## src/rtl/sdram_arbiter.sv

```systemverilog
// sdram_arbiter: shares one SDRAM controller port between a burst write
// requester and a burst read requester. Reads are preferred, but after
// MAX_RD_RUN back-to-back read grants a waiting write is let through.
module sdram_arbiter #(
  parameter int ADDR_W     = 22,
  parameter int LEN_W      = 8,
  parameter int DATA_W     = 16,
  parameter int MAX_RD_RUN = 4
) (
  input  logic              CLK,
  input  logic              RST,
  input  logic              INIT_WAIT_200_i,
  input  logic              WR_RQ_i,
  input  logic [LEN_W-1:0]  WR_LEN_i,
  input  logic [ADDR_W-1:0] WR_ADDR_i,
  input  logic [DATA_W-1:0] WR_DATA_i,
  output logic              WR_DATA_RQ_o,
  output logic              WR_DONE_o,
  input  logic              RD_RQ_i,
  input  logic [LEN_W-1:0]  RD_LEN_i,
  input  logic [ADDR_W-1:0] RD_ADDR_i,
  output logic [DATA_W-1:0] RD_DATA_o,
  output logic              RD_DATA_EN_o,
  output logic              RD_DONE_o,
  output logic              M_WR_RQ_o,
  output logic              M_RD_RQ_o,
  output logic [LEN_W-1:0]  M_LEN_o,
  output logic [ADDR_W-1:0] M_ADDR_o,
  output logic [DATA_W-1:0] M_WDATA_o,
  input  logic              M_WR_DATA_RQ_i,
  input  logic              M_WR_END_i,
  input  logic              M_RD_END_i,
  input  logic [DATA_W-1:0] M_RDATA_i,
  input  logic              M_RDATA_EN_i
);

  typedef enum logic [1:0] {IDLE, RD_BUSY, WR_BUSY, DONE} state_t;

  state_t            state_reg, state_next;
  logic [2:0]        rd_run_reg, rd_run_next;
  logic [LEN_W-1:0]  len_reg, len_next;
  logic [ADDR_W-1:0] addr_reg, addr_next;
  // Remembers which direction owns the DONE cycle (1 = write).
  logic              done_wr_reg, done_wr_next;
  logic              rd_run_at_limit;

  assign rd_run_at_limit = int'(rd_run_reg) >= MAX_RD_RUN;

  // State and latched burst parameters; reset aborts any burst silently.
  always_ff @(posedge CLK or posedge RST) begin
    if (RST) begin
      state_reg   <= IDLE;
      rd_run_reg  <= 3'd0;
      len_reg     <= '0;
      addr_reg    <= '0;
      done_wr_reg <= 1'b0;
    end else begin
      state_reg   <= state_next;
      rd_run_reg  <= rd_run_next;
      len_reg     <= len_next;
      addr_reg    <= addr_next;
      done_wr_reg <= done_wr_next;
    end
  end

  // Arbitration and burst sequencing.
  always_comb begin
    state_next   = state_reg;
    rd_run_next  = rd_run_reg;
    len_next     = len_reg;
    addr_next    = addr_reg;
    done_wr_next = done_wr_reg;
    case (state_reg)
      IDLE: begin
        if (INIT_WAIT_200_i) begin
          if (RD_RQ_i && !(WR_RQ_i && rd_run_at_limit)) begin
            len_next     = RD_LEN_i;
            addr_next    = RD_ADDR_i;
            done_wr_next = 1'b0;
            rd_run_next  = (rd_run_reg == 3'd7) ? 3'd7 : rd_run_reg + 3'd1;
            // A zero-length burst never reaches the controller.
            state_next   = (RD_LEN_i == '0) ? DONE : RD_BUSY;
          end else if (WR_RQ_i) begin
            len_next     = WR_LEN_i;
            addr_next    = WR_ADDR_i;
            done_wr_next = 1'b1;
            rd_run_next  = 3'd0;
            state_next   = (WR_LEN_i == '0) ? DONE : WR_BUSY;
          end
        end
      end
      RD_BUSY: if (M_RD_END_i) state_next = DONE;
      WR_BUSY: if (M_WR_END_i) state_next = DONE;
      DONE:    state_next = IDLE;
      default: state_next = IDLE;
    endcase
  end

  assign M_RD_RQ_o = (state_reg == RD_BUSY);
  assign M_WR_RQ_o = (state_reg == WR_BUSY);
  assign RD_DONE_o = (state_reg == DONE) && !done_wr_reg;
  assign WR_DONE_o = (state_reg == DONE) && done_wr_reg;
  assign M_LEN_o   = len_reg;
  assign M_ADDR_o  = addr_reg;

  // Data paths pass straight through, gated by the owning direction.
  assign M_WDATA_o    = WR_DATA_i;
  assign WR_DATA_RQ_o = M_WR_DATA_RQ_i && (state_reg == WR_BUSY);
  assign RD_DATA_o    = M_RDATA_i;
  assign RD_DATA_EN_o = M_RDATA_EN_i && (state_reg == RD_BUSY);

endmodule
```

## config.mk

```make
export PLATFORM = sky130hd
export DESIGN_NAME = sdram_arbiter
export DESIGN_NICKNAME = d
export VERILOG_FILES = /design/src/rtl/sdram_arbiter.sv
export SDC_FILE = /design/constraint.sdc
export NUM_CORES = 1
export LEC_CHECK = 0
export CELL_PAD_IN_SITES_DETAIL_PLACEMENT = 0
export CELL_PAD_IN_SITES_GLOBAL_PLACEMENT = 2
export CORE_MARGIN = 8
export CORE_UTILIZATION = 17
export DETAILED_ROUTE_END_ITERATION = 8
export GPL_TIMING_DRIVEN = 0
export PLACE_DENSITY = 0.81
export SYNTH_ARGS = -nofsm -noshare
export SYNTH_HDL_FRONTEND = slang
export SYNTH_SLANG_ARGS = --single-unit
```

## constraint.sdc

```tcl
create_clock -name CLK -period 2.15 [get_ports CLK]
set_clock_uncertainty 0.15 [all_clocks]
set_input_delay 0.215 -clock CLK [delete_from_list [all_inputs] [get_ports CLK]]
set_output_delay 0.215 -clock CLK [all_outputs]
set_load 0.1 [all_outputs]
```

After elaboration in Yosys (flattened, before gate mapping)
Cells that the tools add are included.
- register bits after elaboration: 36
- input bits: 101
- output and inout port bits: 68
- logic and storage cells: 46
- $add $sub $neg: 1
- magnitude comparators: 1
- eq/ne operators: 8
- mux-type cells: 17
- reductions and logical operators: 14
- operators with widths (cell ; count):
    22-bit 2-to-1 mux ; 2
    8-bit logical NOT ; 2
    8-bit 2-to-1 mux ; 2
    2-bit 2-to-1 mux ; 6
    3-bit 2-to-1 mux ; 3
    2-bit one-hot mux with 4 select lines ; 1
    1-bit logical AND ; 6
    2-bit == test (second input constant) ; 2
    2-bit by 1-bit != test with 1-bit output (second input constant) ; 2
    4-bit AND reduction ; 1
    3-bit by 1-bit adder with 3-bit output (second input constant) ; 1
    3-bit == test (second input constant) ; 1
    3-bit >= comparator (second input constant) ; 1
    1-bit 2-to-1 mux ; 3
    3-bit != test (second input constant) ; 1
    3-bit AND reduction ; 1
    2-bit by 1-bit == test with 1-bit output (second input constant) ; 1
    1-bit logical NOT ; 2
    2-bit logical NOT ; 1
    2-bit != test (second input constant) ; 1
    2-bit nonzero test ; 1

Depth between registers and ports, before layout
- word-level depth: 7
- gate-level depth with buffers: 7
- depth with buffers taken out: 5

Worst setup path after synthesis
Ideal clock, no wire load.
- path type: flip-flop to output port
- from: register state_reg[0]
- to: output port WR_DATA_RQ_o
- data arrival time: 2.153 ns
- required time: 1.785 ns
- slack: -0.368 ns
- stages on the path, launching flop included: 4
- buffers on the path: 0
- path through: dfrtp_1 -> inv_1 -> ha_1 -> and2_1
- cells in the longest elaborated chain, start to end: 2
- ends and longest elaborated chain (item ; RTL line ; text):
    start: declaration ; 39 ; state_t state_reg, state_next;
    start signal: assignment ; 58 ; state_reg <= state_next;
    2-bit == test ; -- ;
    named net M_WR_RQ_o ; 25 ; output logic M_WR_RQ_o,
    1-bit logical AND ; 108 ; assign WR_DATA_RQ_o = M_WR_DATA_RQ_i && (state_reg == WR_BUSY);
    end: declaration ; 17 ; output logic WR_DATA_RQ_o,
The timed path passes the listed nets, and every way through them passes these cells.

Worst setup path after layout
- from: register addr_reg[11], in the netlist M_ADDR_o[11]
- to: output port M_ADDR_o[11]
- RTL lines (item ; RTL line ; text):
    start: declaration ; 42 ; logic [ADDR_W-1:0] addr_reg, addr_next;
    start signal: assignment ; 61 ; addr_reg <= addr_next;
    end: declaration ; 28 ; output logic [ADDR_W-1:0] M_ADDR_o,
No word-level cell between the ends.

==> impl_metrics.env <==
export IMPL_run_status="completed"
export IMPL_htree_num_levels=2
export IMPL_largest_reg_flops=22
export IMPL_endpoint="M_ADDR_o[11]"
export IMPL_startpoint="M_ADDR_o[11]"
export IMPL_antenna_left=0
export IMPL_clkLatencyLatePin_ns=0.28
export IMPL_cts_buffers=5
export IMPL_worstPathRequired_ns=1.78
export IMPL_fmax_mhz=474
export IMPL_finalWirelength_um=7870
export IMPL_crit_chain="clkdlybuf4s50_1"
export IMPL_critical_path_buf_inv_count=1
export IMPL_post_place_cells=493
export IMPL_setup_viol=0
export IMPL_first_pass_iters=4
export IMPL_fin_cells=500
export IMPL_grt_first_pass_wirelength_um=12100
export IMPL_hpwlAfterDp_um=6290
export IMPL_final_max_slew_viol_count=0
export IMPL_globalplace_congestion=0.754
export IMPL_hold_class="in -> async"
export IMPL_cp_slowest_cell="clkdlybuf4s50_1"
export IMPL_slowest_delay_ns=1.13
export IMPL_relSlewSlack_pct=32.7
export IMPL_synth_area_leaders="dfrtp_1 43%, mux2i_1 14%, buf_4 12%"
export IMPL_fin_crit_sh_pct=98.1
export IMPL_maxCapViolations=0
export IMPL_syn_area_um2=2080
export IMPL_worst_slew_pin_slew_ns=1.01
export IMPL_syn_nets=316
export IMPL_clock_root_buffer="clkbuf_16"
export IMPL_synth_top_area_cell="dfrtp_1"
export IMPL_hold_viol_final=0
export IMPL_viasPerCell=3.95
export IMPL_synthArstFlopShare_pct=100
export IMPL_ys_types=26
export IMPL_fin_crit_ns=2.11
export IMPL_rr_endpoint="done_wr_reg"
export IMPL_grt_pass1_vias=2223
export IMPL_cts_tree="done"
export IMPL_rr_worst_depth=7
export IMPL_initialDrtViolationCount=45
export IMPL_ir_drop_mv=0.473
export IMPL_critical_path_max_fanout=2
export IMPL_path_depth=1
export IMPL_area_delta_synth_final_pct=82.9
export IMPL_r2r_slack_ns=0.31
export IMPL_die_h_um=127
export IMPL_start_util_pct=17.4
export IMPL_finish_utilization_pct=31.8
export IMPL_reg2reg_from="state_reg[0]"
export IMPL_critical_path_top_delay_family="buffers and inverters"
export IMPL_grt_overflow=0
export IMPL_arrival_ns=1.74
export IMPL_synth_yosys_seq_area_share_pct=43.3
export IMPL_crit_path_start_kind="register"
export IMPL_yosysMostFrequentCell="dfrtp_1"
export IMPL_drive_gt1_share_pct=17.3
export IMPL_ys_warnings_count=0
export IMPL_final_nets=459
export IMPL_synth_edf_count=0
export IMPL_port_buffers=136
export IMPL_drc_errors=0
export IMPL_grt_max_degree=37
export IMPL_fp_dieArea_um2=16000
export IMPL_synthFlopType="dfrtp_1"
export IMPL_io_pins=169
export IMPL_clk_pin_slew_ns=0.06
export IMPL_synth_top_area_share_pct=43.3
export IMPL_synth_area_per_cell_um2=9.90
export IMPL_power_density_nw_per_um2=1550
export IMPL_std_cell_rows=40
export IMPL_diodes=0
export IMPL_clock_sinks=36
export IMPL_antenna_found_initial=1
export IMPL_synth_seq_cells=36
export IMPL_cts_max_path_buffers=2
export IMPL_coreArea_um2=12000
export IMPL_routedWlPerCell_um=15.7
export IMPL_path_class="reg -> out"
export IMPL_synth_cells=210
export IMPL_vias=1975
export IMPL_die_width_um=127
export IMPL_rsz0062_at_grt="no"
export IMPL_track_usage_pct=9.61
export IMPL_cts_setup_buffers=0
export IMPL_power_w=0.00589
export IMPL_cp_end_kind="output pin"
export IMPL_synth_top_cells_by_count="36 x dfrtp_1, 33 x nand2_1, 32 x buf_4, 32 x o21ai_0, 30 x mux2i_1"
export IMPL_leakage_nw=1.90
-- cells by family (layout without fill, tap and decap cells) --
kind of cell             after synthesis  count (layout)  synth area share, %
AO/OA/AOI/OAI                         46              46                 13.6
adder cells (fa/ha/maj)                5               5                 3.01
buffers and inverters                 48             191                 16.3
flip-flops                            36              36                 43.3
multiplexers                          30              30                 14.4
AND/OR/NAND/NOR                       45              45                 9.33
-- how the worst min path moves through the flow --
stage | cells past startpoint | endpoint | startpoint
final | 2 | M_ADDR_o[21] | RST
after global routing | 2 | M_ADDR_o[21] | RST
after CTS | 2 | M_ADDR_o[21] | RST
after detailed placement | 2 | M_ADDR_o[18] | M_ADDR_o[18]
after global placement | 2 | M_ADDR_o[20] | M_ADDR_o[20]
after floorplan | 1 | M_ADDR_o[0] | RST
-- routing by layer --
metal | part of all wire, % | track usage (%) | wire length, um | up-vias
li1 | - | - | - | 975
met1 | 38 | 9.64 | 2990 | 897
met2 | 51 | 17.5 | 4020 | 94
met3 | 9.4 | 3.81 | 737 | 7
met4 | 1.3 | 3.54 | 104 | 2
met5 | 0.17 | 0 | 13 | -
-- what timing repair did --
action / in CTS / in global routing
hold endpoints to repair: 0 / 0
pin swaps: 0 / 0
endpoints found under the setup margin: 20 / 17
hold buffers: 0 / 0
gates resized for setup: 31 / 18
-- area by class of cell --
class | instances | area (um2)
Buffer | 43 | 319
Clock buffer | 7 | 153
Fill cell | 1233 | 8160
Inverter | 5 | 18.8
Multi-Input combinational cell | 126 | 850
Sequential cell | 36 | 901
Tap cell | 147 | 184
Timing Repair Buffer | 136 | 1380
-- power breakdown --
part	switching, W	total, W	leakage (nW)	internal [W]
clock	0.000277	0.000764	0.0760	0.000487
sequential	0.000163	0.00115	0.453	0.000989
combinational	0.00309	0.00398	1.37	0.000891
total	0.00353	0.00589	1.90	0.00237
-- per-stage QoR --
stage | worst slack [ns] | TNS (ns) | hold WS (ns) | area [um2]
2_1_floorplan | 0.202 | 0 | 0.232 | 2090
3_3_place_gp | -0.179 | -0.398 | 0.313 | 3630
3_5_place_dp | -0.205 | -0.511 | 0.322 | 3630
4_1_cts | 0.000325 | 0 | 0.302 | 3770
5_1_grt | 0.00158 | 0 | 0.349 | 3800
6_report | 0.0417 | 0 | 0.279 | 3800
-- cell usage in the layout, fill, tap and decap left out --
master | Yosys | layout
a2111o_1 | 1 | 1
a211oi_1 | 2 | 2
a211oi_2 | 2 | 2
a21bo_1 | 1 | 1
a21boi_0 | 1 | 1
a21o_1 | 1 | 1
a21oi_1 | 1 | 1
and2_1 | 3 | 1
and2_2 | 0 | 2
buf_2 | 3 | 4
buf_4 | 32 | 32
buf_6 | 3 | 3
buf_8 | 1 | 1
clkbuf_1 | 4 | 4
clkbuf_16 | 0 | 5
clkbuf_2 | 0 | 1
clkbuf_8 | 0 | 2
clkdlybuf4s15_2 | 0 | 4
clkdlybuf4s50_1 | 0 | 101
dfrtp_1 | 36 | 36
dlygate4sd2_1 | 0 | 14
dlymetal6s2s_1 | 0 | 15
ha_1 | 5 | 3
ha_2 | 0 | 2
inv_1 | 5 | 4
inv_2 | 0 | 1
mux2i_1 | 30 | 30
nand2_1 | 33 | 33
nor2_1 | 2 | 2
nor2b_1 | 3 | 2
nor2b_2 | 0 | 1
nor4_1 | 4 | 4
o211ai_2 | 1 | 1
o21ai_0 | 32 | 32
o22a_1 | 1 | 1
o22ai_1 | 2 | 2
o31ai_1 | 1 | 1
Power figures use the tool's default switching activity.
